===== src/rtl/vga_timing_pkg.sv =====
// vga_timing_gen shared constants and helpers.
// Default geometry is 640x480@60 with a 25.175 MHz pixel rate.
package vga_timing_pkg;

  localparam int unsigned DEF_H_ACTIVE = 640;
  localparam int unsigned DEF_H_FRONT  = 16;
  localparam int unsigned DEF_H_SYNC   = 96;
  localparam int unsigned DEF_H_BACK   = 48;
  localparam int unsigned DEF_V_ACTIVE = 480;
  localparam int unsigned DEF_V_FRONT  = 10;
  localparam int unsigned DEF_V_SYNC   = 2;
  localparam int unsigned DEF_V_BACK   = 33;
  localparam int unsigned DEF_CW       = 11;

  function automatic bit total_fits(
    input int unsigned total,
    input int unsigned cw
  );
    return 64'(total) <= (64'd1 << cw);
  endfunction

endpackage


===== src/rtl/timing_axis.sv =====
// One raster axis: wrap counter plus registered sync decode.
// Decodes are taken from the next-state count to stay aligned with it.
import vga_timing_pkg::*;

module timing_axis #(
  parameter int unsigned ACTIVE = 640,
  parameter int unsigned FRONT  = 16,
  parameter int unsigned SYNC   = 96,
  parameter int unsigned BACK   = 48,
  parameter bit          POL    = 1'b0,
  parameter int unsigned CW     = 11
) (
  input  logic          clk,
  input  logic          rst,
  input  logic          en,
  output logic [CW-1:0] count,
  output logic [CW-1:0] nxt,
  output logic          sync,
  output logic          active,
  output logic          wrap
);

  localparam int unsigned TOTAL = ACTIVE + FRONT + SYNC + BACK;

  // One extra bit so bounds equal to 2^CW still compare correctly.
  localparam logic [CW:0] LAST   = (CW+1)'(TOTAL - 1);
  localparam logic [CW:0] A_END  = (CW+1)'(ACTIVE);
  localparam logic [CW:0] S_BEG  = (CW+1)'(ACTIVE + FRONT);
  localparam logic [CW:0] S_END  = (CW+1)'(ACTIVE + FRONT + SYNC);

  if (!total_fits(TOTAL, CW)) begin : g_too_wide
    $error("timing_axis: TOTAL does not fit in CW bits");
  end

  logic [CW:0] nxt_w;
  logic        in_sync;

  assign wrap    = ({1'b0, count} == LAST);
  assign nxt     = !en  ? count :
                   wrap ? '0    :
                          count + CW'(1);
  assign nxt_w   = {1'b0, nxt};
  assign active  = (nxt_w < A_END);
  assign in_sync = (nxt_w >= S_BEG) && (nxt_w < S_END);

  always_ff @(posedge clk or posedge rst) begin
    if (rst) begin
      count <= LAST[CW-1:0];
      sync  <= ~POL;
    end else begin
      count <= nxt;
      sync  <= in_sync ? POL : ~POL;
    end
  end

endmodule


===== src/rtl/vga_timing_gen.sv =====
// Parametrised VGA raster timing generator with pixel-rate enable.
// Reset parks on the last pixel so the first tick lands on (0,0).
import vga_timing_pkg::*;

module vga_timing_gen #(
  parameter int unsigned H_ACTIVE = DEF_H_ACTIVE,
  parameter int unsigned H_FRONT  = DEF_H_FRONT,
  parameter int unsigned H_SYNC   = DEF_H_SYNC,
  parameter int unsigned H_BACK   = DEF_H_BACK,
  parameter int unsigned V_ACTIVE = DEF_V_ACTIVE,
  parameter int unsigned V_FRONT  = DEF_V_FRONT,
  parameter int unsigned V_SYNC   = DEF_V_SYNC,
  parameter int unsigned V_BACK   = DEF_V_BACK,
  parameter bit          H_POL    = 1'b0,
  parameter bit          V_POL    = 1'b0,
  parameter int unsigned CW       = DEF_CW
) (
  input  logic          Clk,
  input  logic          reset,
  input  logic          pix_en,
  output logic [CW-1:0] hcount,
  output logic [CW-1:0] vcount,
  output logic          hsync,
  output logic          vsync,
  output logic          video_on,
  output logic          frame_start,
  output logic          line_start
);

  logic [CW-1:0] h_nxt;
  logic [CW-1:0] v_nxt_unused;
  logic          h_active;
  logic          v_active;
  logic          h_wrap;
  logic          v_wrap;
  logic          v_en;

  assign v_en = pix_en & h_wrap;

  timing_axis #(
    .ACTIVE (H_ACTIVE),
    .FRONT  (H_FRONT),
    .SYNC   (H_SYNC),
    .BACK   (H_BACK),
    .POL    (H_POL),
    .CW     (CW)
  ) u_h (
    .clk    (Clk),
    .rst    (reset),
    .en     (pix_en),
    .count  (hcount),
    .nxt    (h_nxt),
    .sync   (hsync),
    .active (h_active),
    .wrap   (h_wrap)
  );

  timing_axis #(
    .ACTIVE (V_ACTIVE),
    .FRONT  (V_FRONT),
    .SYNC   (V_SYNC),
    .BACK   (V_BACK),
    .POL    (V_POL),
    .CW     (CW)
  ) u_v (
    .clk    (Clk),
    .rst    (reset),
    .en     (v_en),
    .count  (vcount),
    .nxt    (v_nxt_unused),
    .sync   (vsync),
    .active (v_active),
    .wrap   (v_wrap)
  );

  always_ff @(posedge Clk or posedge reset) begin
    if (reset) begin
      video_on    <= 1'b0;
      line_start  <= 1'b0;
      frame_start <= 1'b0;
    end else begin
      video_on    <= h_active & v_active;
      line_start  <= pix_en & (h_nxt == '0);
      frame_start <= v_en & v_wrap;
    end
  end

endmodule

===== config.mk =====
export PLATFORM = sky130hd
export DESIGN_NAME = vga_timing_gen
export DESIGN_NICKNAME = d
export VERILOG_FILES = /design/src/rtl/vga_timing_pkg.sv /design/src/rtl/timing_axis.sv /design/src/rtl/vga_timing_gen.sv
export SDC_FILE = /design/constraint.sdc
export NUM_CORES = 1
export LEC_CHECK = 0
export ABC_AREA = 1
export CAP_MARGIN = 20
export CORE_ASPECT_RATIO = 1.4
export CORE_UTILIZATION = 56
export DETAILED_ROUTE_END_ITERATION = 10
export GPL_ROUTABILITY_DRIVEN = 0
export PLACE_DENSITY = 0.89
export SLEW_MARGIN = 20
export SYNTH_ARGS = -nofsm -noshare
export SYNTH_HDL_FRONTEND = slang
export SYNTH_SLANG_ARGS = --single-unit

===== constraint.sdc =====
create_clock -name Clk -period 2.63 [get_ports Clk]
set_input_delay 0.263 -clock Clk [delete_from_list [all_inputs] [get_ports Clk]]
set_output_delay 0.263 -clock Clk [all_outputs]
set_load 0.02 [all_outputs]

Word-level counts from Yosys, hierarchy flattened
Index checks and enable logic that the tools add are counted.
Operators by class
  add/sub/neg operators: 2
  $lt $le $gt $ge: 6
  equal/unequal tests: 2
  multiplexer cells: 6
  bitwise logic cells: 4
  reductions and logical operators: 3
Operators with widths (count)
  $mux W11: 4
  $add A11 B1 Y11 const B: 2
  $eq A11 B10 Y1 const B: 2
  $lt A11 B10 Y1 const B: 2
  $lt A11 B9 Y1 const B: 2
  $ge A11 B10 Y1 const B: 1
  $ge A11 B9 Y1 const B: 1
  $logic_not A11 Y1: 1
  $and A1 B1 Y1: 4
  $logic_and A1 B1 Y1: 2
  $mux W1: 2
Word-level totals
  register bits: 27
  input bits: 3
  logic and storage cells: 30

Longest topological paths before layout
Gate-level depths: netlist of run 1.
  word-level depth: 6
  mapped depth: 13

Hierarchy
A second synthesis of run 1 with hierarchy kept.
Second synthesis, totals
  cell total of the unflattened synthesis: 251
  area, all modules: 1803.0 sq um
Modules (own cells, without submodules)
  timing_axis (u_h): times used 1, cells each 110, area an instance 830.8 sq um
  timing_axis (u_v): times used 1, cells each 113, area an instance 800.8 sq um
  vga_timing_gen: times used 1, cells each 28, area an instance 171.4 sq um

Worst setup path after synthesis of run 1
No wires, ideal clock.
  path type: register to register
  start: register u_h.count[0]
  end: register video_on
  library setup time: 0.114 ns
  arrival: 1.648 ns
  data required time: 2.516 ns
  slack: 0.868 ns
  cell stages (with the launch flop): 11
  buffers on the path: 0
  path through: dfstp_2 -> ha_1 -> nand2_1 -> nor2_4 -> nand4_4 -> nand2_1 -> nand2_1 -> nor2_1 -> nand2_2 -> nand2_2 -> nor2_2
Between the ends
  longest elaborated chain between the ends: 5
RTL lines
  from (decl): line timing_axis.sv:16  | output logic [CW-1:0] count,
  from (signal assigned): line timing_axis.sv:48  | count <= LAST[CW-1:0];
  from (signal assigned): line timing_axis.sv:51  | count <= nxt;
  $add A11 B1 Y11 or $eq A11 B10 Y1 (tied branches): line timing_axis.sv:41, timing_axis.sv:38
  $mux W11 or $and A1 B1 Y1 (tied branches): line timing_axis.sv:40, vga_timing_gen.sv:38
  $mux W11: line timing_axis.sv:39  | assign nxt = !en ? count :
  $lt A11 B10 Y1 or $lt A11 B9 Y1 (tied branches): line timing_axis.sv:43  | assign active = (nxt_w < A_END);
  $and A1 B1 Y1 *: line vga_timing_gen.sv:82  | video_on <= h_active & v_active;
  to (signal assigned): line vga_timing_gen.sv:82
  to (decl): line vga_timing_gen.sv:25  | output logic video_on,
Mark *: on every way between the ends. The rest lies on a longest branch, timed or not.

Worst setup path in the final report of run 1
  start: register u_h.count[0]
  end: register line_start
Between the ends
  longest elaborated chain between the ends: 5
RTL lines
  $add A11 B1 Y11 or $eq A11 B10 Y1 (tied branches): line timing_axis.sv:41, timing_axis.sv:38
  $mux W11: line timing_axis.sv:40  | wrap ? '0 :
  $mux W11 *: line timing_axis.sv:39
  $logic_not A11 Y1 *: line vga_timing_gen.sv:83  | line_start <= pix_en & (h_nxt == '0);
  $and A1 B1 Y1 *: line vga_timing_gen.sv:83
  to (signal assigned): line vga_timing_gen.sv:83
  to (decl): line vga_timing_gen.sv:27  | output logic line_start
Marks and branches as above.

==> results of run 1 <==
## logic make-up (layout without fill, tap and decap cells)
family | Yosys count | in the layout | share of synthesized area [%]
flops | 27 | 27 | 37.7
xor+xnor | 4 | 4 | 1.91
fa+ha+maj | 3 | 3 | 2.05
compound gates | 14 | 14 | 4.71
buf+inv | 48 | 80 | 10.6
simple gates | 159 | 159 | 43.1
## layout make-up
class / instances / area (um2) / share of cell area (%)
Clock buffer: 3 / 41.3 / 1.87
Clock inverter: 1 / 7.51 / 0.340
Inverter: 46 / 175 / 7.92
Multi-Input combinational cell: 180 / 950 / 43.0
Sequential cell: 27 / 691 / 31.2
Tap cell: 39 / 48.8 / 2.21
Timing Repair Buffer: 30 / 298 / 13.5
## worst register-to-register path: cells and delay by family, from the launching register on
| family | cells | cell delay (ps) |
|---|---|---|
| fa+ha+maj | 1 | 180 |
| flops | 1 | 590 |
| simple gates | 8 | 1140 |
## final timing paths
check / cells past startpoint / slack, ps / start / endpoint
max in group asynchronous: 3 / 1470 / reset / u_h.count[1]$_DFF_PP1_
min reg2reg: 2 / 530 / u_h.count[1]$_DFF_PP1_ / u_h.count[1]$_DFF_PP1_
max: 9 / 650 / u_h.count[0]$_DFF_PP1_ / line_start$_DFF_PP0_
min in group Clk: 2 / 530 / u_h.count[1]$_DFF_PP1_ / u_h.count[1]$_DFF_PP1_
min: 2 / 470 / reset / u_v.count[1]$_DFF_PP0_
max reg2reg: 9 / 650 / u_h.count[0]$_DFF_PP1_ / line_start$_DFF_PP0_
## cell usage in the layout (no fill, tap or decap), types with 2 or more instances in the layout
| master | netlist | final |
|---|---|---|
| a21oi_1 | 2 | 2 |
| clkbuf_8 | 0 | 3 |
| clkdlybuf4s50_1 | 0 | 29 |
| dfrtp_1 | 15 | 15 |
| dfstp_2 | 12 | 12 |
| ha_1 | 3 | 3 |
| inv_1 | 39 | 39 |
| inv_2 | 6 | 6 |
| nand2_1 | 80 | 80 |
| nand2_2 | 9 | 9 |
| nand3_1 | 17 | 17 |
| nand3_2 | 2 | 2 |
| nand4_1 | 6 | 6 |
| nor2_1 | 27 | 27 |
| nor2_2 | 4 | 4 |
| nor2_4 | 7 | 7 |
| nor3_1 | 2 | 2 |
| o21ai_0 | 6 | 6 |
| o21ai_2 | 3 | 3 |
| xor2_1 | 4 | 4 |
## registers in the layout (all words and copies together), names as in the netlist
signal / cells
u_h.sync: 1
line_start: 1
video_on: 1
frame_start: 1
u_v.count: 11
u_h.count: 11
u_v.sync: 1
## per-layer routing
metal / vias up / wire [um] / global-route usage [%]
li1: 842 / - / -
met1: 757 / 1700 / 32.3
met2: 47 / 2190 / 46.8
met3: 13 / 117 / 1.97
met4: 0 / 131 / 11.1
met5: - / 0 / 0
## through the flow
| stage | util (%) | hold WS [ps] |
|---|---|---|
| floorplan | - | 307 |
| global route | 70.8 | 560 |
| detailed placement | 69.2 | 509 |
| global placement | 69.2 | 516 |
| finish | 70.8 | 467 |
| CTS | 70.8 | 496 |
## report_power, final
part / internal (mW) / switching [mW] / total, mW
Clock: 0.108 / 0.129 / 0.236
Combinational: 0.159 / 0.247 / 0.406
Sequential: 0.488 / 0.0754 / 0.563
Total: 0.754 / 0.451 / 1.20
==> impl_metrics.tcl, run 1 <==
set metrics [dict create \
    status "completed" \
    die_w_um 50.4 \
    async_reset_ff_share_pct 100 \
    final_hold_viol_count 0 \
    synth_edf_count 0 \
    placed_area_um2 2160 \
    port_buffers 29 \
    synth_top_cell_by_area "dfrtp_1" \
    power_leakage_nw 1.10 \
    path_delay_family "simple AND/OR/NAND/NOR gates" \
    power_density_nw_per_um2 545 \
    worst_ep_required_time_ps 2840 \
    rows 24 \
    design_area_um2 2210 \
    finalSetupTns_ps 0 \
    grt_antenna_before_repair 0 \
    hpwl_um 3260 \
    cts_made_buffers 3 \
    cts-root-buf "clkbuf_8" \
    yosys.area.top_type_share_pct 20.5 \
    yosysMostFrequentCell "nand2_1" \
    fill_cells 270 \
    grt.overflow.total 0 \
    io_pins 30 \
    grt.total_usage_pct 26.5 \
    die_h_um 69.7 \
    antenna_cells 0 \
    end_kind "flip-flop" \
    design_power_total_mw 1.20 \
    min_path_type "primary input to asynchronous set/reset pin" \
    cts_resized 0 \
    synth_cell_types 29 \
    dp_cells 322 \
    syn_area_per_cell_um2 7.19 \
    clk-insertion-delay-late_ps 270 \
    worst_slack_ps 653 \
    critPathMostFrequentCell "nand2_1" \
    finalCritPeriodShare_pct 75.2 \
    die-area_um2 3510 \
    worstMarginPinSlew_ps 882 \
    cts.sinks 27 \
    htreeDepth 1 \
    route.detailed.drc 0 \
    drt_iter0_markers 55 \
    synth-seq-area-share_pct 37.7 \
    finalNetCount 294 \
    area_growth_pct 20.5 \
    arrival_ps 2190 \
    maxCapViolCount 0 \
    path_clk_slew_ps 90 \
    via_per_inst 5.09 \
    synth.ff_latch_count 27 \
    worstSetupPathType "flip-flop to flip-flop" \
    wire_per_inst_um 12.7 \
    finalClockSkew_ps 4.29 \
    clockBufferDepth 2 \
    max-slew-margin-rel_pct 41.1 \
    crit_slowest_cell "dfstp_2" \
    start_util_pct 58.7 \
    peakVddDrop_uv 352 \
    synth_warnings 0 \
    grt_max_degree 25 \
    cts_setup_buffers 0 \
    crit_buf_inv 0 \
    critPathMaxStageDelay_ps 590 \
    yosys-top-cells-area "dfrtp_1 (20%), dfstp_2 (17%), nand2_1 (16%)" \
    grt_pass1_vias 1626 \
    cts_tree "done" \
    syn_inst 255 \
    drt-total-wl_um 4140 \
    max_freq_mhz 506 \
    finalMaxSlewViolations 0 \
    crit_path_max_fanout 4 \
    ys.flop_type "dfrtp_1" \
    postRouteAntennaNets 0 \
    fin_crit_ps 1980 \
    synthTopCellsByCount "nand2_1 (80), inv_1 (39), nor2_1 (27)" \
    vias 1659 \
    layout-drive-gt1-share_pct 18.5 \
    grt_pass1_wl_um 7130 \
    hold_buffers 0 \
    critical_path.cell_chain "ha_1 -> nand2_1 -> nor2_4 -> nand4_1 -> nand2_1 -> nand3_1 -> nor2_1 -> nand2_1 -> nor2_1" \
    grt_setup_unrepaired "false" \
    critPathLaunchType "flip-flop" \
    syn-num-nets 261 \
    syn_area_um2 1830 \
    coreArea_um2 3120 \
    setup_violations 0 \
    stdcell_count 326 \
    pre_cts_ws_ps 539 \
    dr.pass1.iters 4 \
]
Note: power is estimated with default switching activity, not from simulation.
==> run 2, diff against run 1 <==
- CORE_UTILIZATION: 56 -> 53
- PLACE_DENSITY: 0.89 -> 0.85
- clock period: 2.63 -> 1.93 ns (I/O delays scaled with it)
==> impl_metrics.tcl, run 2 (synthesis gave the netlist of run 1 again) <==
set metrics [dict create \
    htreeDepth 1 \
    rows 24 \
    worst_slack_ps 66.1 \
    start_util_pct 57.1 \
    die_h_um 71.6 \
    area_growth_pct 26.4 \
    hpwl_um 3270 \
    placed_area_um2 2190 \
    power_leakage_nw 1.15 \
    max_freq_mhz 537 \
    grt.total_usage_pct 25.3 \
    port_buffers 29 \
    hold_buffers 0 \
    coreArea_um2 3210 \
    pre_cts_ws_ps 57.4 \
    route.detailed.drc 0 \
    cts.sinks 27 \
    grt_max_degree 28 \
    drt_iter0_markers 70 \
    peakVddDrop_uv 661 \
    met1_usage_pct 29.0 \
    antenna_cells 0 \
    vias 1805 \
    path_clk_slew_ps 100 \
    io_pins 30 \
    via_per_inst 5.37 \
    worstMarginPinSlew_ps 326 \
    cts_made_buffers 3 \
    finalNetCount 304 \
    critPathLaunchType "flip-flop" \
    setup_violations 0 \
    grt.overflow.total 0 \
    design_area_um2 2320 \
    min_path_type "primary input to asynchronous set/reset pin" \
    arrival_ps 2050 \
    die-area_um2 3700 \
    final_cell_mix "nand2_1 (79), inv_1 (39), clkdlybuf4s50_1 (29)" \
    end_kind "flip-flop" \
    finalClockSkew_ps 8.83 \
    cts_tree "done" \
    fin_crit_ps 1860 \
    use_met2_pct 47.2 \
    clockBufferDepth 2 \
    wire_per_inst_um 13.7 \
    finalSetupTns_ps 0 \
    grt_pass1_wl_um 6980 \
    grt.busiest_layer "met2" \
    layout-drive-gt1-share_pct 22.2 \
    finalCritPeriodShare_pct 96.6 \
    final_common_cell "nand2_1" \
    drt-total-wl_um 4600 \
    grt_antenna_before_repair 0 \
    cts-root-buf "clkbuf_8" \
    worst_ep_required_time_ps 2120 \
    finalMaxSlewViolations 0 \
    clk-insertion-delay-late_ps 280 \
    reg_top3 "u_h.count: 11 flops, u_v.count: 11 flops" \
    status "completed" \
    worstSetupPathType "flip-flop to flip-flop" \
    final_hold_viol_count 0 \
    max-slew-margin-rel_pct 78.2 \
    crit_path_max_fanout 6 \
    grt_pass1_vias 1633 \
    postRouteAntennaNets 0 \
    use_met3_pct 1.27 \
    die_w_um 51.7 \
    maxCapViolCount 0 \
    power_density_nw_per_um2 731 \
    dr.pass1.iters 4 \
]
[run 2: worst max-delay path: stages (launching register included)]
cell,delay [ps]
dfstp_2,550
ha_2,180
nand2_2,90
nor2_4,210
nand3_4,120
nor2_8,180
buf_6,140
nand2_1,70
o21ai_2,70
nor2_2,60
nand2_2,60
nor2_2,30
[run 2: path summary, 6_finish.rpt]
check / startpoint / end / slack (ps) / cells after the start
max: u_h.count[1]$_DFF_PP1_ / video_on$_DFF_PP0_ / 70 / 11
min: reset / u_v.count[10]$_DFF_PP0_ / 250 / 3
max reg2reg: u_h.count[1]$_DFF_PP1_ / video_on$_DFF_PP0_ / 70 / 11
min reg2reg: u_v.count[9]$_DFF_PP1_ / u_v.count[9]$_DFF_PP1_ / 570 / 2
max in group asynchronous: reset / u_h.count[2]$_DFF_PP1_ / 1370 / 3
min in group Clk: u_v.count[9]$_DFF_PP1_ / u_v.count[9]$_DFF_PP1_ / 570 / 2
[run 2: layout make-up]
type                            count  area (um2)
Sequential cell                    27         691
Clock buffer                        3        41.3
Fill cell                         255         895
Multi-Input combinational cell    181         978
Tap cell                           39        48.8
Clock inverter                      1        7.51
Inverter                           46         175
Timing Repair Buffer               39         377
[run 2: report_power, final]
part           internal (mW)  switching, mW  total [mW]
Combinational          0.244          0.359       0.603
Sequential             0.664         0.0971       0.761
Clock                  0.147          0.185       0.332
Total                   1.06          0.641        1.70
[run 2: stage by stage]
| step | utilization [%] | hold WS (ps) | instances | power, mW |
|---|---|---|---|---|
| 4_1_cts | 69.7 | 272 | 330 | 1.65 |
| 2_1_floorplan | - | 237 | 255 | 1.13 |
| 5_1_grt | 72.2 | 296 | 336 | 1.79 |
| 3_5_place_dp | 68.2 | 521 | 326 | 1.33 |
| 6_report | 72.2 | 252 | 336 | 1.70 |
| 3_3_place_gp | 68.2 | 525 | 326 | 1.32 |
[run 2: routing by layer]
metal  part of all wire, %  vias to the layer above
met5                     0                        -
met4                   3.6                        0
met2                    52                       78
met1                    40                      836
li1                      -                      870
met3                   5.2                       21
[run 2: repair_timing]
| item | in CTS | in global routing |
|---|---|---|
| setup buffers | 0 | 5 |
| endpoints found under the setup margin | 0 | 4 |
| resized for setup | 0 | 9 |
